**config.mk**
```make
export PLATFORM = sky130hd
export DESIGN_NAME = div_seq_32bit_flat
export DESIGN_NICKNAME = d
export VERILOG_FILES = /design/src/rtl/div_seq_32bit_pkg.sv /design/src/rtl/div_seq_32bit_if.sv /design/src/rtl/div_seq_32bit_step.sv /design/src/rtl/div_seq_32bit.sv /design/src/flat_wrapper.sv
export SDC_FILE = /design/constraint.sdc
export NUM_CORES = 1
export LEC_CHECK = 0
export CAP_MARGIN = 20
export CORE_UTILIZATION = 35
export DETAILED_ROUTE_END_ITERATION = 10
export DONT_BUFFER_PORTS = 1
export GPL_TIMING_DRIVEN = 0
export SLEW_MARGIN = 20
export SYNTH_ARGS = -nofsm -noshare
export SYNTH_HDL_FRONTEND = slang
export SYNTH_SLANG_ARGS = --single-unit
```
**constraint.sdc**
```tcl
create_clock -name clk_i -period 8 [get_ports clk_i]
set_input_delay 1.6 -clock clk_i [delete_from_list [all_inputs] [get_ports clk_i]]
set_output_delay 1.6 -clock clk_i [all_outputs]
set_load 0.05 [all_outputs]
```
**src/rtl/div_seq_32bit_pkg.sv**
```systemverilog
// Shared types and constants for the sequential RV32M divider.
package div_seq_32bit_pkg;

   // funct3[1:0] encoding of the four divide/remainder instructions
   typedef enum logic [1:0] {
      OP_DIV  = 2'b00,
      OP_DIVU = 2'b01,
      OP_REM  = 2'b10,
      OP_REMU = 2'b11
   } div_op_e;

   typedef enum logic [1:0] {
      IDLE = 2'b00,
      CALC = 2'b01,
      DONE = 2'b10
   } div_state_e;

   // Quotient returned for a zero divisor
   localparam logic [31:0] DIV_ZERO_Q = 32'hFFFF_FFFF;
   // Most negative 32-bit value, also the signed-overflow quotient
   localparam logic [31:0] INT_MIN    = 32'h8000_0000;

   // DIV and REM are signed; the unsigned variants have funct3[0] set
   function automatic logic op_is_signed(input div_op_e op);
      return ~op[0];
   endfunction

   // REM and REMU return the remainder
   function automatic logic op_is_rem(input div_op_e op);
      return op[1];
   endfunction

endpackage

```
**src/rtl/div_seq_32bit_if.sv**
```systemverilog
// Request/response bundle between the execute stage and the divider.
// The master is the execute stage, the slave is the divider.
interface div_seq_32bit_if #(
   parameter int WIDTH = 32
);
   logic             flush_i;
   logic             valid_i;
   logic             ready_o;
   logic [1:0]       op_i;
   logic [WIDTH-1:0] a_i;
   logic [WIDTH-1:0] b_i;
   logic             valid_o;
   logic             ready_i;
   logic [WIDTH-1:0] c_o;

   modport master (
      output flush_i, valid_i, op_i, a_i, b_i, ready_i,
      input  ready_o, valid_o, c_o
   );

   modport slave (
      input  flush_i, valid_i, op_i, a_i, b_i, ready_i,
      output ready_o, valid_o, c_o
   );
endinterface

```
**src/rtl/div_seq_32bit_step.sv**
```systemverilog
// One restoring-division iteration: shift in a dividend bit, trial
// subtract the divisor, keep the difference only if it stays non-negative.
module div_seq_32bit_step #(
   parameter int WIDTH = 32
) (
   input  logic [WIDTH:0]   rem_in,
   input  logic             bit_in,
   input  logic [WIDTH-1:0] divisor,
   output logic [WIDTH:0]   rem_out,
   output logic             q_bit
);
   logic [WIDTH:0] shifted;
   logic [WIDTH:0] diff;
   logic           unused_rem_msb;

   // The stored remainder is always below the divisor, so its top bit is zero
   assign unused_rem_msb = rem_in[WIDTH];

   assign shifted = {rem_in[WIDTH-1:0], bit_in};
   assign diff    = shifted - {1'b0, divisor};
   assign q_bit   = ~diff[WIDTH];
   assign rem_out = q_bit ? diff : shifted;
endmodule

```
**src/rtl/div_seq_32bit.sv**
```systemverilog
// Multi-cycle radix-2 restoring divider for DIV/DIVU/REM/REMU.
// Signed operands are divided as magnitudes and the sign is fixed up
// when the result is registered on entry to DONE.
module div_seq_32bit
   import div_seq_32bit_pkg::*;
#(
   parameter int WIDTH = 32,
   parameter int CNT_W = 5
) (
   input logic               clk_i,
   input logic               rst_ni,
   div_seq_32bit_if.slave    bus
);
   localparam logic [CNT_W-1:0] LAST_CNT = CNT_W'(WIDTH - 1);

   div_state_e       state_reg, state_next;
   logic [CNT_W-1:0] cnt_reg;
   div_op_e          op_reg;
   logic [WIDTH-1:0] dvd_reg;
   logic [WIDTH-1:0] dsr_reg;
   logic [WIDTH:0]   rem_reg;
   logic [WIDTH-1:0] c_reg;
   logic             neg_q_reg;
   logic             neg_r_reg;

   div_op_e          op_in;
   logic             in_signed, a_neg, b_neg, div_zero, overflow, special;
   logic [WIDTH-1:0] a_abs, b_abs, special_res;
   logic [WIDTH:0]   rem_step;
   logic             q_bit;
   logic [WIDTH-1:0] q_final, r_final, calc_res;

   assign op_in = div_op_e'(bus.op_i);

   div_seq_32bit_step #(.WIDTH(WIDTH)) u_step (
      .rem_in  (rem_reg),
      .bit_in  (dvd_reg[WIDTH-1]),
      .divisor (dsr_reg),
      .rem_out (rem_step),
      .q_bit   (q_bit)
   );

   // Operand magnitudes and the early-out cases decided at accept time
   always_comb begin
      in_signed   = op_is_signed(op_in);
      a_neg       = in_signed & bus.a_i[WIDTH-1];
      b_neg       = in_signed & bus.b_i[WIDTH-1];
      a_abs       = a_neg ? -bus.a_i : bus.a_i;
      b_abs       = b_neg ? -bus.b_i : bus.b_i;
      div_zero    = (bus.b_i == '0);
      overflow    = in_signed && (bus.a_i == INT_MIN) && (bus.b_i == '1);
      special     = div_zero | overflow;
      special_res = '0;
      if (div_zero)
         special_res = op_is_rem(op_in) ? bus.a_i : DIV_ZERO_Q;
      else
         special_res = op_is_rem(op_in) ? '0 : INT_MIN;
   end

   // Final quotient/remainder including the bit produced on the last edge
   always_comb begin
      q_final  = {dvd_reg[WIDTH-2:0], q_bit};
      r_final  = rem_step[WIDTH-1:0];
      calc_res = r_final;
      case (op_reg)
         OP_DIV:  calc_res = neg_q_reg ? -q_final : q_final;
         OP_DIVU: calc_res = q_final;
         OP_REM:  calc_res = neg_r_reg ? -r_final : r_final;
         default: calc_res = r_final;
      endcase
   end

   // State register
   always_ff @(posedge clk_i or negedge rst_ni) begin
      if (!rst_ni)
         state_reg <= IDLE;
      else
         state_reg <= state_next;
   end

   // Next-state logic; a flush overrides every other transition
   always_comb begin
      state_next = state_reg;
      case (state_reg)
         IDLE:    if (bus.valid_i) state_next = special ? DONE : CALC;
         CALC:    if (cnt_reg == LAST_CNT) state_next = DONE;
         DONE:    if (bus.ready_i) state_next = IDLE;
         default: state_next = IDLE;
      endcase
      if (bus.flush_i)
         state_next = IDLE;
   end

   // Operand latch, iteration datapath and result register
   always_ff @(posedge clk_i or negedge rst_ni) begin
      if (!rst_ni) begin
         cnt_reg   <= '0;
         op_reg    <= OP_DIV;
         dvd_reg   <= '0;
         dsr_reg   <= '0;
         rem_reg   <= '0;
         c_reg     <= '0;
         neg_q_reg <= 1'b0;
         neg_r_reg <= 1'b0;
      end else if (!bus.flush_i) begin
         case (state_reg)
            IDLE: begin
               if (bus.valid_i) begin
                  op_reg    <= op_in;
                  neg_q_reg <= a_neg ^ b_neg;
                  neg_r_reg <= a_neg;
                  dvd_reg   <= a_abs;
                  dsr_reg   <= b_abs;
                  rem_reg   <= '0;
                  cnt_reg   <= '0;
                  if (special)
                     c_reg <= special_res;
               end
            end
            CALC: begin
               rem_reg <= rem_step;
               dvd_reg <= {dvd_reg[WIDTH-2:0], q_bit};
               cnt_reg <= cnt_reg + 1'b1;
               if (cnt_reg == LAST_CNT)
                  c_reg <= calc_res;
            end
            default: ;
         endcase
      end
   end

   assign bus.ready_o = (state_reg == IDLE);
   assign bus.valid_o = (state_reg == DONE);
   assign bus.c_o     = c_reg;
endmodule

```
**src/flat_wrapper.sv**
```systemverilog
// flat-port wrapper written by rule: the top's interface ports become plain ports
module div_seq_32bit_flat import div_seq_32bit_pkg::*;
#(
   parameter int WIDTH = 32,
   parameter int CNT_W = 5
)
  (clk_i, rst_ni, bus_flush_i, bus_valid_i, bus_op_i, bus_a_i, bus_b_i, bus_ready_i, bus_ready_o, bus_valid_o, bus_c_o);
  div_seq_32bit_if #(.WIDTH(WIDTH)) bus_i ();
  input logic clk_i;
  input logic rst_ni;
  input wire logic [$bits(bus_i.flush_i)-1:0] bus_flush_i;
  input wire logic [$bits(bus_i.valid_i)-1:0] bus_valid_i;
  input wire logic [$bits(bus_i.op_i)-1:0] bus_op_i;
  input wire logic [$bits(bus_i.a_i)-1:0] bus_a_i;
  input wire logic [$bits(bus_i.b_i)-1:0] bus_b_i;
  input wire logic [$bits(bus_i.ready_i)-1:0] bus_ready_i;
  output wire logic [$bits(bus_i.ready_o)-1:0] bus_ready_o;
  output wire logic [$bits(bus_i.valid_o)-1:0] bus_valid_o;
  output wire logic [$bits(bus_i.c_o)-1:0] bus_c_o;
  assign bus_i.flush_i = bus_flush_i;
  assign bus_i.valid_i = bus_valid_i;
  assign bus_i.op_i = bus_op_i;
  assign bus_i.a_i = bus_a_i;
  assign bus_i.b_i = bus_b_i;
  assign bus_i.ready_i = bus_ready_i;
  assign bus_ready_o = bus_i.ready_o;
  assign bus_valid_o = bus_i.valid_o;
  assign bus_c_o = bus_i.c_o;
  div_seq_32bit #(.WIDTH(WIDTH), .CNT_W(CNT_W)) u_core (.clk_i(clk_i), .rst_ni(rst_ni), .bus(bus_i));
endmodule
```
==> out/metrics.cfg, run 1 <==
[clock_network]
clkLatencyLatePin_ps = 450
hold_buffers = 0
root_buffer = clkbuf_16
clockBufferDepth = 2
postCtsSetupRepairBufs = 0
cts_buffers = 17
tritoncts = built
h-tree-depth = 4
cts_resized = 0
clk_pin_slew_ps = 70
clkSinkCount = 139

[timing]
skew_ps = 11.0
fin_ws_ps = 2040
setup_tns_ps = 0
setup_viol = 0
slew_viol_final = 0
rsz0062_at_grt = no
max_freq_mhz = 168
tightest_slew_ps = 1130
fin_crit_sh_pct = 74.5
relSlewSlack_pct = 24.4
finalCriticalPeriod_ps = 5960
hold_viol_final = 0

[logic_synthesis]
synth_fa_ha_area_share_pct = 4.16
synthFlopType = dfrtp_1
yosysSeqAreaShare_pct = 29.2
ys_warn_count = 0
synth_edf_count = 0
synth_top_family_by_area = compound AO/OA/AOI/OAI gates
syn_area_um2 = 11900
synth.net_count = 1680
synth.area.mux_share_pct = 1.81
synthXorXnorAreaFrac_pct = 9.06
synth_cell_types = 86
async_flop_share_pct = 100
avgSynthCellArea_um2 = 7.58
syn_inst = 1570
synthSimpleGateAreaFrac_pct = 22.5
synth_compound_area_share_pct = 28.1
ys_seq_elements = 139

[routing]
highest_layer = met4
wl_met2_mm = 19.0
wl_met1_mm = 18.6
vias_per_cell = 5.94
wl_per_cell_um = 20.7
drtIter0Drc = 1056
wl_met3_mm = 2.63
ant_nets = 0
route.detailed.drc = 0
vias = 12200
drt_wl_total_mm = 42.5
firstDrtPassIters = 5

[floorplanning]
initial_utilization_pct = 35.6
chipHeight_um = 186
dieArea_um2 = 34700
die-width_um = 186
num_rows = 67
io_pins = 105
core-area_um2 = 33400

[place]
dp_hpwl_mm = 33.5
place.gp.congestion = 0.932
portBuffers = 0
preCtsSetupSlack_ps = 2240

[grt]
grt_usage_pct = 24.5
first_global_vias = 11600
grt_overflow = 0
grt_max_degree = 140
antenna_found_initial = 1
grt_pass1_wl_mm = 66.4

[power]
total_power_w = 0.00631
p_per_area_nw_per_um2 = 482
ir_drop_mv = 0.221
p_leak_nw = 5.32

[outcome]
status = complete, no violations

[final_layout]
nFillCells = 3507
drive_gt1_share_pct = 5.99
syn2layout_area_growth_pct = 10.0
num-nets-final = 1700

[critical_path]
crit_type = reg -> reg
worstSetupStartpointType = flop
worstPathArrival_ps = 6290
cp_data_required_time_ps = 8330
cp-end-kind = flop
cp_max_fo = 10

[run]
maxCapViolCount = 0

[worst_hold_path]
holdCritPathClass = reg -> reg

==> per-stage QoR <==
| step | instance area (um^2) | cells | hold slack (ps) | utilization [%] |
|---|---|---|---|---|
| after floorplan | 11900 | 1570 | 445 | - |
| after global placement | 12500 | 2018 | 459 | 37.2 |
| after detailed placement | 12500 | 2019 | 465 | 37.3 |
| after CTS | 13100 | 2051 | 478 | 39.1 |
| after global routing | 13100 | 2052 | 499 | 39.1 |
| final | 13100 | 2052 | 478 | 39.1 |
==> worst max-delay path, stage by stage (launching register included) <==
cell and delay, ps:
dfrtp_1 460, inv_1 140, ha_1 200, inv_1 60, fa_1 420, a211oi_2 310
o211ai_1 310, nand3_1 270, a21oi_4 120, nor3_2 350, nor2_8 80, inv_2 180
clkbuf_1 540, clkbuf_1 520, ha_1 400, and2_1 180, and3_1 280, a21oi_1 110
xnor2_1 190, o22ai_1 110, nor2_1 130, nand3b_1 120, a221o_1 330
==> kinds of logic after synthesis <==
logic type / count (synthesis)
and+or+nand+nor: 546
adders and majority gates: 39
buffers and inverters: 158
AOI/OAI and AO/OA: 544
muxes: 21
DFF: 139
xor gates and xnor gates: 123
==> metal layers <==
metal | GRT usage, % | up-vias
met3 | 3.12 | 107
met4 | 13.3 | 0
met1 | 32.6 | 5930
met5 | 0 | -
li1 | - | 5700
met2 | 38.5 | 456
==> final timing paths <==
| path | start | slack, ps | cells after the start | endpoint |
|---|---|---|---|---|
| worst max-delay path | u_core.dvd_reg[31]$_DFFE_PN0P_ | 2040 | 22 | u_core.bus.c_o[30]$_DFFE_PN0P_ |
| worst min-delay path | u_core.cnt_reg[4]$_DFFE_PN0P_ | 480 | 2 | u_core.cnt_reg[4]$_DFFE_PN0P_ |
| worst max register to register | u_core.dvd_reg[31]$_DFFE_PN0P_ | 2040 | 22 | u_core.bus.c_o[30]$_DFFE_PN0P_ |
| worst min register to register | u_core.cnt_reg[4]$_DFFE_PN0P_ | 480 | 2 | u_core.cnt_reg[4]$_DFFE_PN0P_ |
| max in group asynchronous | rst_ni | 6910 | 0 | u_core.dsr_reg[31]$_DFFE_PN0P_ |
| min in group asynchronous | rst_ni | 860 | 0 | u_core.bus.c_o[20]$_DFFE_PN0P_ |
==> placed cells by master, fill, tap and decap left out, drive strengths merged, types with 6 or more instances in the layout <==
| cell type | synthesis | layout |
|---|---|---|
| o211ai | 15 | 15 |
| mux2i | 17 | 17 |
| nand2 | 191 | 191 |
| and3 | 9 | 9 |
| dfrtp | 139 | 139 |
| nor3 | 32 | 32 |
| o221ai | 11 | 11 |
| or2 | 8 | 8 |
| and2 | 11 | 11 |
| or4 | 14 | 14 |
| a21boi | 7 | 7 |
| nand3 | 15 | 15 |
| clkbuf | 66 | 85 |
| nand4 | 27 | 27 |
| or3 | 22 | 22 |
| o21a | 17 | 17 |
| ha | 38 | 38 |
| xor2 | 59 | 59 |
| inv | 63 | 66 |
| nor2b | 10 | 10 |
| buf | 29 | 30 |
| nand2b | 22 | 22 |
| a211oi | 15 | 15 |
| o21ai | 195 | 195 |
| o41ai | 12 | 12 |
| a31oi | 14 | 14 |
| o22ai | 6 | 6 |
| a21o | 7 | 7 |
| o31ai | 19 | 19 |
| xnor2 | 64 | 64 |
| nor2 | 143 | 143 |
| a22o | 6 | 6 |
| a21oi | 167 | 167 |
| nor4 | 18 | 18 |
==> synthesized netlist by cell type, types with 12 or more instances <==
cell / n / area share, %
nand4_1: 27 / 1.4
o211ai_1: 15 / 0.95
o31ai_1: 19 / 1.2
a31oi_1: 13 / 0.68
nor2_1: 141 / 4.4
xor2_1: 59 / 4.3
nor4_1: 16 / 0.84
or4_1: 13 / 0.82
nand2_1: 189 / 6.0
dfrtp_1: 139 / 29
ha_1: 38 / 4.0
inv_1: 62 / 2.0
nand2b_1: 22 / 1.2
clkbuf_1: 66 / 2.1
o21ai_0: 185 / 7.8
nand3_1: 15 / 0.63
or3_1: 21 / 1.1
o41ai_1: 12 / 0.88
o21a_1: 16 / 1.0
xnor2_1: 64 / 4.7
a21oi_1: 164 / 6.9
buf_2: 22 / 0.93
mux2i_1: 17 / 1.4
nor3_1: 29 / 1.2
==> layout make-up <==
type	instances	area (um^2)	area share (%)
Buffer	95	384	2.94
Sequential cell	139	3480	26.6
Tap cell	448	561	4.28
Clock inverter	13	166	1.27
Timing Repair Buffer	1	5.00	0.0382
Multi-Input combinational cell	1273	7810	59.7
Antenna cell	1	2.50	0.0191
Clock buffer	19	443	3.38
Inverter	63	236	1.81
==> report_power, final <==
part | switching (W) | internal, W | total, W
sequential | 0.000408 | 0.000961 | 0.00137
clock | 0.000340 | 0.000501 | 0.000841
combinational | 0.00268 | 0.00142 | 0.00410
No activity file was read; power rests on OpenSTA's default activity.
==> run 2, diff against run 1 <==
Clock period 8 ns to 5.6 ns, I/O delays scaled along.
==> run 2 against run 1 <==
Non-clock buffer count decreased by 2. Sequential cell count unchanged. First-iteration DRC count decreased by 3.9%. Sequential share of layout area about the same. Design area about the same. Clock-buffer cell count unchanged. Routed wire length decreased by 0.56%. Sequential power increased by 42%. Critical path depth decreased by 2. Highest routed layer unchanged.
==> out/metrics.cfg, run 2 (synthesis gave the netlist of run 1 again) <==
[outcome]
status = complete, no violations

[grt]
grt_pass1_wl_mm = 66.3  ; -0.12%
first_global_vias = 11600  ; -0.095%
grt_usage_pct = 24.4  ; -0.041 points
grt_max_degree = 140  ; unchanged
antenna_found_initial = 1  ; unchanged
use_met1_pct = 32.6  ; -0.059 points
top_usage_layer = met2
grt_use_met3_pct = 3.16  ; +0.038 points
met2_usage_pct = 38.5  ; about the same
grt_overflow = 0  ; unchanged

[place]
place.gp.congestion = 0.932  ; unchanged
dp_hpwl_mm = 33.5  ; unchanged
preCtsSetupSlack_ps = -158  ; -2400 ps
portBuffers = 0  ; unchanged

[floorplanning]
initial_utilization_pct = 35.6  ; unchanged
dieArea_um2 = 34700  ; unchanged
io_pins = 105  ; unchanged
num_rows = 67  ; unchanged
core-area_um2 = 33400  ; unchanged
die-width_um = 186  ; unchanged
chipHeight_um = 186  ; unchanged

[routing]
firstDrtPassIters = 5  ; unchanged
vias_per_cell = 5.93  ; -0.23%
route.detailed.drc = 0  ; unchanged
drt_wl_total_mm = 42.3  ; -0.56%
vias = 12200  ; -0.33%
ant_nets = 0  ; unchanged
drtIter0Drc = 1015  ; -3.9%
wl_per_cell_um = 20.6  ; -0.46%

[clock_network]
postCtsSetupRepairBufs = 0  ; unchanged
tritoncts = built
clk_pin_slew_ps = 70  ; about the same
cts_buffers = 17  ; unchanged
root_buffer = clkbuf_16
clkSinkCount = 139  ; unchanged
hold_buffers = 0  ; unchanged
cts_resized = 0  ; unchanged
clockBufferDepth = 2  ; unchanged
h-tree-depth = 4  ; unchanged
clkLatencyLatePin_ps = 440  ; about the same

[critical_path]
cp_data_required_time_ps = 5930  ; -2400 ps
r2r-end = u_core.bus.c_o[30]$_DFFE_PN0P_
worstPathArrival_ps = 5390  ; -900 ps
crit_chain = inv_1 -> ha_1 -> inv_1 -> fa_1 -> a211oi_2 -> o211ai_1 -> nand3_1 -> a21oi_4 -> nor3_2 -> nor2_8 -> inv_2 -> ha_1 -> and2_1 -> and3_1 -> a21oi_1 -> xnor2_1 -> o22ai_1 -> nor2_1 -> nand3b_1 -> a221o_1
r2r.worst_path.cells = 20  ; -9.1%
crit_family = simple AND/OR/NAND/NOR gates
cp_slowest_stage_delay_ps = 460  ; -80 ps
r2r-start = u_core.dvd_reg[31]$_DFFE_PN0P_
slowest_stage = dfrtp_1
cp-end-kind = flop
path_depth = 20  ; -9.1%
r2r_setup_slack_ps = 540  ; -1490 ps
worstSetupStartpointType = flop
crit_type = reg -> reg
worstPathBufferInverterCount = 3  ; -2
cp_max_fo = 26  ; +16

[timing]
max_freq_mhz = 198  ; +18%
holdWs_ps = 379  ; -99.7 ps
finalCriticalPeriod_ps = 5060  ; -906 ps
skew_ps = 10.0  ; -0.915 ps
relSlewSlack_pct = 23.4  ; -0.98 points
fin_crit_sh_pct = 90.3  ; +16 points
fin_ws_ps = 544  ; -1490 ps
hold_viol_final = 0  ; unchanged
tightest_slew_ps = 1140  ; +14.7 ps
rsz0062_at_grt = no
slew_viol_final = 0  ; unchanged
setup_viol = 0  ; unchanged

[final_layout]
fin_util_pct = 39.1  ; about the same
final_cell_mix = nand2_1 (189), o21ai_0 (185), a21oi_1 (164), nor2_1 (141), dfrtp_1 (139)
drive_gt1_share_pct = 6.00  ; +0.0075 points
num-nets-final = 1698  ; -0.12%
mostFrequentLayoutCell = nand2_1
syn2layout_area_growth_pct = 9.94  ; about the same

[run]
maxCapViolCount = 0  ; unchanged

[power]
ir_drop_mv = 0.297  ; +35%
p_leak_nw = 5.32  ; about the same
total_power_w = 0.00897  ; +42%
p_per_area_nw_per_um2 = 686  ; +42%

[worst_hold_path]
holdCritPathClass = in -> async

[run 2: where the power goes]
| group | switching [W] | internal [W] | total [W] |
|---|---|---|---|
| combinational | 0.00380 | 0.00202 | 0.00582 |
| clock | 0.000483 | 0.000716 | 0.00120 |
| sequential | 0.000580 | 0.00137 | 0.00195 |
| total | 0.00486 | 0.00411 | 0.00897 |
[run 2: layout make-up]
type	count	area (um^2)
diodes	1	2.50
plain buffers	93	377
clock buffers	19	443
clock inverters	13	166
fillers	3511	20400
inverters	63	236
multi-input cells	1273	7810
flip-flops and latches	139	3480
well taps	448	561
repair buffers	1	5.00
[run 2: worst max path at each step]
stage                                              start                              to  slack, ps
after floorplan           u_core.dvd_reg[31]$_DFFE_PN0P_  u_core.bus.c_o[26]$_DFFE_PN0P_       1160
after global placement    u_core.dvd_reg[31]$_DFFE_PN0P_  u_core.bus.c_o[30]$_DFFE_PN0P_        -90
after detailed placement  u_core.dvd_reg[31]$_DFFE_PN0P_  u_core.bus.c_o[30]$_DFFE_PN0P_       -160
after CTS                 u_core.dvd_reg[31]$_DFFE_PN0P_  u_core.bus.c_o[30]$_DFFE_PN0P_        240
after global routing      u_core.dvd_reg[31]$_DFFE_PN0P_  u_core.bus.c_o[30]$_DFFE_PN0P_        130
final                     u_core.dvd_reg[31]$_DFFE_PN0P_  u_core.bus.c_o[30]$_DFFE_PN0P_        540
[run 2: routing by layer]
layer	part of all wire [%]	wire (um)	up-vias
li1	-	-	5696
met3	6.1	2580	107
met5	0	0	-
met2	45	19000	468
met1	44	18500	5882
met4	5.4	2270	0
[run 2: per-stage QoR]
stage	area (um^2)	setup TNS, ps	instances
CTS	13100	0	2050
global route	13100	0	2050
finish	13100	0	2050
detailed placement	12500	-274	2019
global placement	12500	-131	2018
floorplan	11900	0	1570
